[src/rtl/gon_tag_tx.sv]
// GON multicast transmitter: buffers tagged words from the upstream loader in a
// small FIFO and drives them onto the GON bus for a programmed burst length.
module gon_tag_tx #(
   parameter int DATA_WIDTH = 64,
   parameter int TAG_WIDTH  = 4,
   parameter int FIFO_DEPTH = 4,
   parameter int CNT_WIDTH  = 16
) (
   input  logic                  clk,
   input  logic                  reset,
   input  logic                  start,
   input  logic [CNT_WIDTH-1:0]  burst_len,
   input  logic [DATA_WIDTH-1:0] in_data,
   input  logic [TAG_WIDTH-1:0]  in_tag,
   input  logic                  in_valid,
   output logic                  in_ready,
   output logic [DATA_WIDTH-1:0] bus_data,
   output logic [TAG_WIDTH-1:0]  bus_tag,
   output logic                  bus_enable,
   input  logic                  bus_ready,
   output logic                  busy,
   output logic                  done,
   output logic [CNT_WIDTH-1:0]  sent_count
);

   localparam int PTR_W = (FIFO_DEPTH > 1) ? $clog2(FIFO_DEPTH) : 1;

   localparam logic [1:0] ST_IDLE = 2'd0;
   localparam logic [1:0] ST_SEND = 2'd1;
   localparam logic [1:0] ST_DONE = 2'd2;

   localparam logic [PTR_W-1:0]   PTR_ONE  = PTR_W'(1);
   localparam logic [PTR_W:0]     OCC_ONE  = (PTR_W + 1)'(1);
   localparam logic [PTR_W:0]     OCC_FULL = (PTR_W + 1)'(FIFO_DEPTH);
   localparam logic [CNT_WIDTH-1:0] CNT_ONE = CNT_WIDTH'(1);

   // Pointers wrap by natural overflow, which only matches modulo FIFO_DEPTH
   // when the depth is a power of two.
   if ((1 << PTR_W) != FIFO_DEPTH || FIFO_DEPTH < 2) begin : g_bad_depth
      $error("gon_tag_tx: FIFO_DEPTH must be a power of two and >= 2");
   end

   logic [1:0]            state;
   logic [CNT_WIDTH-1:0]  len_q;
   logic [CNT_WIDTH-1:0]  accept_cnt;
   logic [CNT_WIDTH-1:0]  sent_next;

   logic [DATA_WIDTH-1:0] data_mem [FIFO_DEPTH];
   logic [TAG_WIDTH-1:0]  tag_mem  [FIFO_DEPTH];
   logic [PTR_W-1:0]      wr_ptr;
   logic [PTR_W-1:0]      rd_ptr;
   logic [PTR_W:0]        occ;

   logic in_send;
   logic full;
   logic empty;
   logic push;
   logic pop;

   assign in_send = (state == ST_SEND);
   assign full    = (occ == OCC_FULL);
   assign empty   = (occ == '0);

   // Both handshake outputs are pure functions of registers, so neither side
   // of the bus can form a combinational loop through this block.
   assign in_ready   = in_send && !full && (accept_cnt < len_q);
   assign bus_enable = in_send && !empty;
   assign bus_data   = bus_enable ? data_mem[rd_ptr] : '0;
   assign bus_tag    = bus_enable ? tag_mem[rd_ptr]  : '0;

   assign push      = in_valid && in_ready;
   assign pop       = bus_enable && bus_ready;
   assign sent_next = sent_count + CNT_ONE;

   assign busy = (state != ST_IDLE);
   assign done = (state == ST_DONE);

   // NOTE: FIFO storage has no reset; stale entries are never visible because
   // the bus outputs are gated by the occupancy count, which is reset.
   always_ff @(posedge clk) begin
      if (push) begin
         data_mem[wr_ptr] <= in_data;
         tag_mem[wr_ptr]  <= in_tag;
      end
   end

   // NOTE: sequential state uses non-blocking assignments so every register
   // samples pre-edge values regardless of statement order.
   always_ff @(posedge clk or negedge reset) begin
      if (!reset) begin
         wr_ptr <= '0;
         rd_ptr <= '0;
         occ    <= '0;
      end else begin
         if (push) wr_ptr <= wr_ptr + PTR_ONE;
         if (pop)  rd_ptr <= rd_ptr + PTR_ONE;
         case ({push, pop})
            2'b10:   occ <= occ + OCC_ONE;
            2'b01:   occ <= occ - OCC_ONE;
            default: occ <= occ;
         endcase
      end
   end

   always_ff @(posedge clk or negedge reset) begin
      if (!reset) begin
         state      <= ST_IDLE;
         len_q      <= '0;
         accept_cnt <= '0;
         sent_count <= '0;
      end else begin
         case (state)
            ST_IDLE: begin
               if (start) begin
                  len_q      <= burst_len;
                  accept_cnt <= '0;
                  sent_count <= '0;
                  state      <= (burst_len == '0) ? ST_DONE : ST_SEND;
               end
            end
            ST_SEND: begin
               if (push) accept_cnt <= accept_cnt + CNT_ONE;
               if (pop) begin
                  sent_count <= sent_next;
                  if (sent_next == len_q) state <= ST_DONE;
               end
            end
            ST_DONE: state <= ST_IDLE;
            default: state <= ST_IDLE;
         endcase
      end
   end

   // A word offered to the bus stays put until the receivers take it.
   a_head_stable : assert property (@(posedge clk) disable iff (!reset)
      (bus_enable && !bus_ready) |=> (bus_enable && $stable(bus_data) && $stable(bus_tag)));

   a_occ_bound : assert property (@(posedge clk) disable iff (!reset)
      occ <= OCC_FULL);

endmodule

[config.mk]
export PLATFORM = sky130hd
export DESIGN_NAME = gon_tag_tx
export DESIGN_NICKNAME = d
export VERILOG_FILES = /design/src/rtl/gon_tag_tx.sv
export SDC_FILE = /design/constraint.sdc
export NUM_CORES = 1
export LEC_CHECK = 0
export CORE_AREA = 2 2 209 232
export DETAILED_ROUTE_END_ITERATION = 7
export DIE_AREA = 0 0 211 234
export PLACE_DENSITY_LB_ADDON = 0.2
export SYNTH_ARGS = -nofsm -noshare
export SYNTH_HDL_FRONTEND = slang
export SYNTH_SLANG_ARGS = --single-unit
[constraint.sdc]
create_clock -name clk -period 6.79 [get_ports clk]
set_clock_uncertainty 0.05 [all_clocks]
set_input_delay 1.358 -clock clk [delete_from_list [all_inputs] [get_ports clk]]
set_output_delay 1.358 -clock clk [all_outputs]
set_load 0.005 [all_outputs]
Word-level counts from Yosys, hierarchy flattened
Memories as Yosys holds them, arrays and structs flattened.
Cells that the tools add are included.
- flip-flop bits (word level): 57
- RAM bits: 272
- output and inout bits: 88
- memories: 2
- add/sub/neg operators: 6
- magnitude comparators: 1
- eq/ne operators: 10
- multiplexer cells: 15
- reductions and logical operators: 17
- memories (name ; depth ; width ; read ports ; clocked after memory_dff ; write ports ; line ; source):
    data_mem ; 4 ; 64 ; 1 ; 0 ; 1 ; 48 ; logic [DATA_WIDTH-1:0] data_mem [FIFO_DEPTH];
    tag_mem ; 4 ; 4 ; 1 ; 0 ; 1 ; 49 ; logic [TAG_WIDTH-1:0] tag_mem [FIFO_DEPTH];
- operators by type and width (cell ; count):
    64-bit 2-to-1 mux ; 1
    16-bit one-hot mux with 2 select lines ; 2
    16-bit 2-to-1 mux ; 3
    16-bit by 1-bit adder with 16-bit output (second input constant) ; 2
    16-bit == test ; 1
    16-bit zero test ; 1
    16-bit < comparator ; 1
    3-bit AND reduction ; 3
    2-bit 2-to-1 mux ; 4
    2-bit by 1-bit != test with 1-bit output (second input constant) ; 3
    3-bit one-hot mux with 2 select lines ; 1
    2-bit nonzero test ; 3
    1-bit logical AND ; 5
    2-bit by 1-bit adder with 2-bit output (second input constant) ; 2
    2-bit by 1-bit == test with 1-bit output (second input constant) ; 2
    2-bit == test (second input constant) ; 2
    4-bit 2-to-1 mux ; 1
    2-bit one-hot mux with 2 select lines ; 1
    3-bit by 1-bit adder with 3-bit output (second input constant) ; 1
    3-bit == test (second input constant) ; 1
    3-bit zero test ; 1
    3-bit by 1-bit subtractor with 3-bit output (second input constant) ; 1
    1-bit zero test ; 2
    2-bit zero test ; 1
    other kinds (3) ; 4

Longest topological paths before layout
Gate-level depths: netlist (run 1).
- depth after elaboration: 7
- mapped depth: 14

Least setup slack after synthesis (run 1)
OpenSTA, ideal clock, no wires.
- kind: register -> register
- start: register len_q[11]
- end: memory data_mem[0][0], enable pin
- library setup time: 0.433 ns
- arrival time: 3.619 ns
- data required time: 6.307 ns
- setup slack: 2.688 ns
- cell stages (with the launch flop): 9
- period minus slack after synthesis: 4.102 ns
- path through: dfrtp_1 > inv_1 > ha_1 > and3_1 > a221oi_1 > o2111ai_4 > a21oi_4 > clkbuf_1 > and2_1
- longest elaborated chain between the ends: 5
- ends and longest elaborated chain (element ; line ; source):
    start: declaration ; 44 ; logic [CNT_WIDTH-1:0] len_q;
    start signal: assignment ; 115 ; len_q <= burst_len;
    16-bit < comparator ; 66 ; assign in_ready = in_send && !full && (accept_cnt < len_q);
    1-bit logical AND ; 66 ;
    1-bit logical AND ; 71 ; assign push = in_valid && in_ready;
    1-bit 2-to-1 mux ; 81 ; if (push) begin
    1-bit 2-to-1 mux (implied by the code) ; 82 ; data_mem[wr_ptr] <= in_data;
    end: declaration ; 48 ;
No other way between the ends.

Worst setup path after layout (run 1)
- start: register rd_ptr[0]
- end: output port bus_data[41]
- longest elaborated chain between the ends: 2
- ends and longest elaborated chain (element ; line ; source):
    start: declaration ; 51 ; logic [PTR_W-1:0] rd_ptr;
    start signal: assignment ; 96 ; if (pop) rd_ptr <= rd_ptr + PTR_ONE;
    memory 4 x 64 bit ; -- ;
    64-bit 2-to-1 mux ; 68 ; assign bus_data = bus_enable ? data_mem[rd_ptr] : '0;
    end: declaration ; 17 ; output logic [DATA_WIDTH-1:0] bus_data,
No other way between the ends.

==> flow_summary.json, run 1 <==
{
  "critPathLaunch": "rd_ptr[0]",
  "die_x_um": 211,
  "cpPeakStageDelay_ps": 930,
  "yosysTopAreaCellShare": 0.585,
  "ctsHoldBuffers": 0,
  "relSlewSlack": 0.331,
  "crit_end": "bus_data[41]",
  "cts_tree": "built",
  "p_leak_nw": 6.17,
  "min_period_ps": 4580,
  "die_y_um": 234,
  "drc_errors": 0,
  "powerDensity_mw_per_mm2": 422,
  "rr_startpoint": "len_q[11]",
  "syn_area_mm2": 0.0140,
  "crit_arrival_ps": 3170,
  "synthDistinctLibCells": 57,
  "path_class": "flip-flop to output port",
  "drv_cap": 0,
  "grt_max_degree": 68,
  "grt_overflow": 0,
  "insertion_delay_ps": 540,
  "synth_common_cells": "edfxtp_1, and3_1, mux4_2",
  "vias_per_cell": 4.91,
  "fin_crit_sh": 0.674,
  "path_clk_slew_ps": 60,
  "ctsResizeCount": 0,
  "outcome": "complete, no violations",
  "async_flop_share": 0.173,
  "p_total_w": 0.00743,
  "ys_seq_area_frac": 0.687,
  "rows": 84,
  "reg2reg_setup_slack_ps": 2930,
  "routed-via-count": 8232,
  "ys_top_cells_by_area": "edfxtp_1, mux4_2, dfrtp_1, and3_1, ha_1",
  "core_area_mm2": 0.0472,
  "drt-pass1-iter-count": 5,
  "grt_util_met2": 0.256,
  "htree_levels": 2,
  "synth_seq_cells": 329,
  "busiest_layer": "met2",
  "synth.yosys.warnings": 0,
  "fillCellCount": 4433,
  "synth_top_area_cell": "edfxtp_1",
  "drv_slew": 0,
  "portBuffers": 176,
  "startpoint_type": "flip-flop",
  "synth_cells": 869,
  "hold_viol": 0,
  "ant_nets": 0,
  "fin_setup_tns_ps": 0,
  "cts_buffers": 38,
  "fmax_ghz": 0.218,
  "grt_pass1_wl_um": 54200,
  "mappedNetlistNets": 981,
  "rsz0062_at_grt": "false",
  "wl_per_cell_um": 21.3,
  "synth.avg_cell_area_um2": 16.1,
  "reg2reg_to": "data_mem[2][61]",
  "ios": 177,
  "worst_setup_path_end_kind": "output port",
  "yosysMostFrequentCell": "edfxtp_1",
  "routabilityCongestion": 0.912,
  "required_ps": 5380,
  "grt_antenna_before_repair": 2,
  "setup_viol_count_final": 0,
  "grt_use_met1": 0.178,
  "yosys_most_used_dff": "edfxtp_1",
  "hp-class": "flip-flop to flip-flop",
  "hpwl_um": 21600,
  "synth-edff-count": 272,
  "cts_sinks": 329,
  "r2r_cells": 8,
  "vdd_drop_max_mv": 0.256,
  "nets": 1156,
  "grt_use_total": 0.147,
  "initial_core_util": 0.296,
  "worst_slew_pin_slew_ps": 1000,
  "drt_iter0_drc": 441,
  "cts-root-buf": "clkbuf_16",
  "use_met3": 0.0367,
  "crit_path_cell_trace": "buf_12, mux4_2, and3_1, clkdlybuf4s50_1",
  "area_growth_pct": 26.1,
  "worstPathMaxFanout": 36,
  "wirelength_um": 35800,
  "cpMaxStageDelayCell": "dfrtp_4",
  "clockBufferDepth": 3,
  "dieArea_mm2": 0.0494,
  "post_cts_buffers": 0,
  "final_layout_size_suffix_gt1_frac": 0.134,
  "hp-start": "occ[0]",
  "grt_pass1_vias": 8564
}
[report_power, final]
group	leakage, nW	switching, W	total, W	internal (W)
Sequential	3.22	0.000309	0.00292	0.00261
Combinational	2.36	0.00115	0.00253	0.00137
Clock	0.590	0.000811	0.00198	0.00117
[logic make-up (layout without fill, tap and decap cells)]
kind of cell    after synthesis  after routing  share of synthesized area
xor+xnor                     28             28                     0.0176
fa+ha+maj                    23             23                     0.0212
flops                       329            329                      0.687
simple gates                231            231                     0.0878
compound gates              107            107                     0.0519
buf+inv                      79            283                     0.0216
mux                          72             72                      0.113
other cells                   0              2                          0
[flip-flops by register name, summed over array words and instances, names as in the netlist, 3 cells and up]
signal	flops
accept_cnt	16
data_mem	256
len_q	16
occ	3
sent_count	16
tag_mem	16
[cell usage in the layout (no fill, tap or decap), drive strengths merged, types with 4 or more instances in the layout]
master / Yosys / final
or3: 6 / 6
clkinv: 0 / 21
ha: 22 / 22
a21oi: 14 / 14
xnor2: 18 / 18
o31ai: 8 / 8
xor2: 10 / 10
nand4: 13 / 13
nor3: 6 / 6
inv: 27 / 27
nor4: 8 / 8
edfxtp: 272 / 272
o2111ai: 5 / 5
a21o: 5 / 5
and3: 75 / 75
dfrtp: 57 / 57
mux4: 68 / 68
buf: 15 / 12
o21ai: 48 / 48
nand2: 56 / 56
mux2i: 4 / 4
clkbuf: 37 / 45
nand3: 13 / 13
and2: 8 / 8
nor2: 30 / 30
clkdlybuf4s50: 0 / 175
[area by class of cell]
cell class,instances,area (µm²),share of cell area
diodes,2,5.00,0.000284
clock buffers,45,998,0.0567
clock inverters,24,210,0.0119
inverters,27,101,0.00576
multi-input cells,461,4080,0.232
flip-flops and latches,329,9600,0.545
well taps,602,753,0.0428
repair buffers,187,1850,0.105
[critical path: cells and delay by family (launching register included)]
family	cells	cell delay, ps
muxes	1	540
DFF	1	930
buffers and inverters	2	920
and+or+nand+nor	1	190
[routing by layer]
| metal | wire length, µm | vias up |
|---|---|---|
| met5 | 16 | - |
| met4 | 748 | 2 |
| met3 | 2200 | 53 |
| met2 | 17900 | 220 |
| met1 | 14900 | 4188 |
| li1 | - | 3769 |
[through the flow]
stage,utilization,std cells,hold WS (ps),instance area [µm²],worst slack (ps)
after floorplan,-,869,430,14000,2690
after global placement,0.347,1606,468,16400,2610
after detailed placement,0.347,1606,477,16400,2570
after CTS,0.373,1675,486,17600,2080
after global routing,0.373,1676,505,17600,1990
final,0.373,1677,477,17600,2210
[how the worst min path moves through the flow]
| stage | endpoint | slack [ps] | cells after the start |
|---|---|---|---|
| after floorplan | len_q[0] | 430 | 2 |
| final | occ[0] | 480 | 1 |
| after CTS | occ[0] | 490 | 1 |
| after global routing | sent_count[15] | 500 | 1 |
| after global placement | occ[1] | 470 | 2 |
| after detailed placement | occ[0] | 480 | 1 |
(Power assumes the default switching activity.)
==> run 2, diff against run 1 <==
clock period = 4.4 ns   (was 6.79 ns; I/O delays follow)
==> flow_summary.json, run 2 (synthesized netlist as in run 1, its figures left out) <==
{
  "rr_startpoint": "len_q[11]",
  "setup_viol_count_final": 0,
  "p_switching_w": 0.00346,
  "fin_cells": 1684,
  "place_area_mm2": 0.0166,
  "startpoint_type": "flip-flop",
  "vias_per_cell": 4.84,
  "htree_levels": 2,
  "clkPwrFrac": 0.260,
  "path_class": "flip-flop to output port",
  "cts_tree": "built",
  "die_y_um": 234,
  "die_x_um": 211,
  "core_area_mm2": 0.0472,
  "dp_cells": 1619,
  "post-route-cell-area_mm2": 0.0177,
  "area_growth_pct": 27.1,
  "rows": 84,
  "fin_crit_sh": 0.878,
  "mostFrequentLayoutCells": "edfxtp_1, clkdlybuf4s50_1, and3_1",
  "grt_pass1_vias": 8667,
  "cts_buffers": 37,
  "drc_errors": 0,
  "final_layout_size_suffix_gt1_frac": 0.144,
  "ctsHoldBuffers": 0,
  "routabilityCongestion": 0.827,
  "drv_cap": 0,
  "drt_iter0_drc": 459,
  "fmax_ghz": 0.259,
  "pre_cts_ws_ps": 925,
  "internal_power_w": 0.00801,
  "vdd_drop_max_mv": 0.365,
  "outcome": "complete, no violations",
  "required_ps": 3470,
  "p_seq_frac": 0.385,
  "wirelength_um": 35200,
  "grt_overflow": 0,
  "cts-root-buf": "clkbuf_16",
  "worst_slew_pin_slew_ps": 845,
  "grt_antenna_before_repair": 5,
  "worstPathMaxFanout": 4,
  "largest_reg_flops": 256,
  "netSwitchingFraction": 0.301,
  "hpwl_um": 22900,
  "worst_setup_path_end_kind": "output port",
  "path_clk_slew_ps": 60,
  "powerDensity_mw_per_mm2": 646,
  "grt_pass1_wl_um": 53400,
  "ant_nets": 0,
  "crit_arrival_ps": 2930,
  "clockBufferDepth": 3,
  "ios": 177,
  "hold_viol": 0,
  "dieArea_mm2": 0.0494,
  "post_cts_buffers": 0,
  "grt_use_total": 0.145,
  "cts_sinks": 329,
  "insertion_delay_ps": 540,
  "rsz0062_at_grt": "false",
  "reg2reg_setup_slack_ps": 1000,
  "fin_setup_tns_ps": 0,
  "reg2reg_to": "occ[1]",
  "relSlewSlack": 0.432,
  "grt_max_degree": 44,
  "routed-via-count": 8144,
  "p_leak_nw": 6.23,
  "drv_slew": 0,
  "nets": 1168,
  "wl_per_cell_um": 20.9,
  "portBuffers": 176,
  "regMostFlops": "data_mem",
  "initial_core_util": 0.296,
  "ctsResizeCount": 0,
  "fin_ws_ps": 539,
  "r2r_cells": 11,
  "min_period_ps": 3860,
  "fin_util": 0.376,
  "hp-class": "input port to asynchronous set/reset pin",
  "p_comb_frac": 0.355,
  "drt-pass1-iter-count": 5,
  "final_common_cell": "edfxtp_1"
}
==> run 2: cell count changes in the layout (fill, tap and decap cells not counted), sizes merged <==
cell	before	now
bufinv	3	0
inv	27	28
clkbuf	45	54
buf	12	25
clkinvlp	0	1
clkinv	21	7
==> run 2: worst max path at each step <==
stage / slack [ps] / endpoint / startpoint
2_1_floorplan: 300 / data_mem[0][0] / len_q[11]
3_3_place_gp: 990 / data_mem[0][17] / len_q[11]
3_5_place_dp: 920 / data_mem[0][26] / len_q[11]
4_1_cts: 370 / in_ready / len_q[11]
5_1_grt: 260 / in_ready / len_q[11]
6_report: 540 / in_ready / len_q[11]
==> run 2: worst max-delay path: stages, from the launching register on <==
cell,delay [ps]
dfrtp_1,400
inv_1,90
ha_1,310
and3_1,180
a221oi_1,560
o211ai_1,140
a21oi_1,200
clkdlybuf4s50_1,530
==> run 2: power groups by stage <==
| stage | registers [W] | clock network [W] | logic (W) |
|---|---|---|---|
| global route | 0.00448 | 0.00322 | 0.00449 |
| detailed placement | 0.00450 | 0 | 0.00419 |
| finish | 0.00441 | 0.00298 | 0.00408 |
| floorplan | 0.00427 | 0 | 0.00233 |
| CTS | 0.00443 | 0.00309 | 0.00422 |
| global placement | 0.00448 | 0 | 0.00420 |
==> run 2: metrics by stage <==
stage | hold WS (ps) | power (W)
final | 255 | 0.0115
after global routing | 261 | 0.0122
after CTS | 226 | 0.0117
after detailed placement | 482 | 0.00868
after global placement | 462 | 0.00868
after floorplan | 430 | 0.00659
==> run 2: final cells by class <==
class | count | area [µm²]
Fill cell | 4464 | 29500
Timing Repair Buffer | 200 | 2020
Inverter | 27 | 101
Sequential cell | 329 | 9600
Tap cell | 602 | 753
Antenna cell | 2 | 5.00
Clock buffer | 54 | 1130
Multi-Input combinational cell | 461 | 4080
Clock inverter | 9 | 45.0
==> run 2: metal layers <==
metal / track usage / wire [µm]
met3: 0.0462 / 2400
met4: 0.0381 / 678
met5: 0 / 64
met2: 0.236 / 16800
met1: 0.187 / 15300
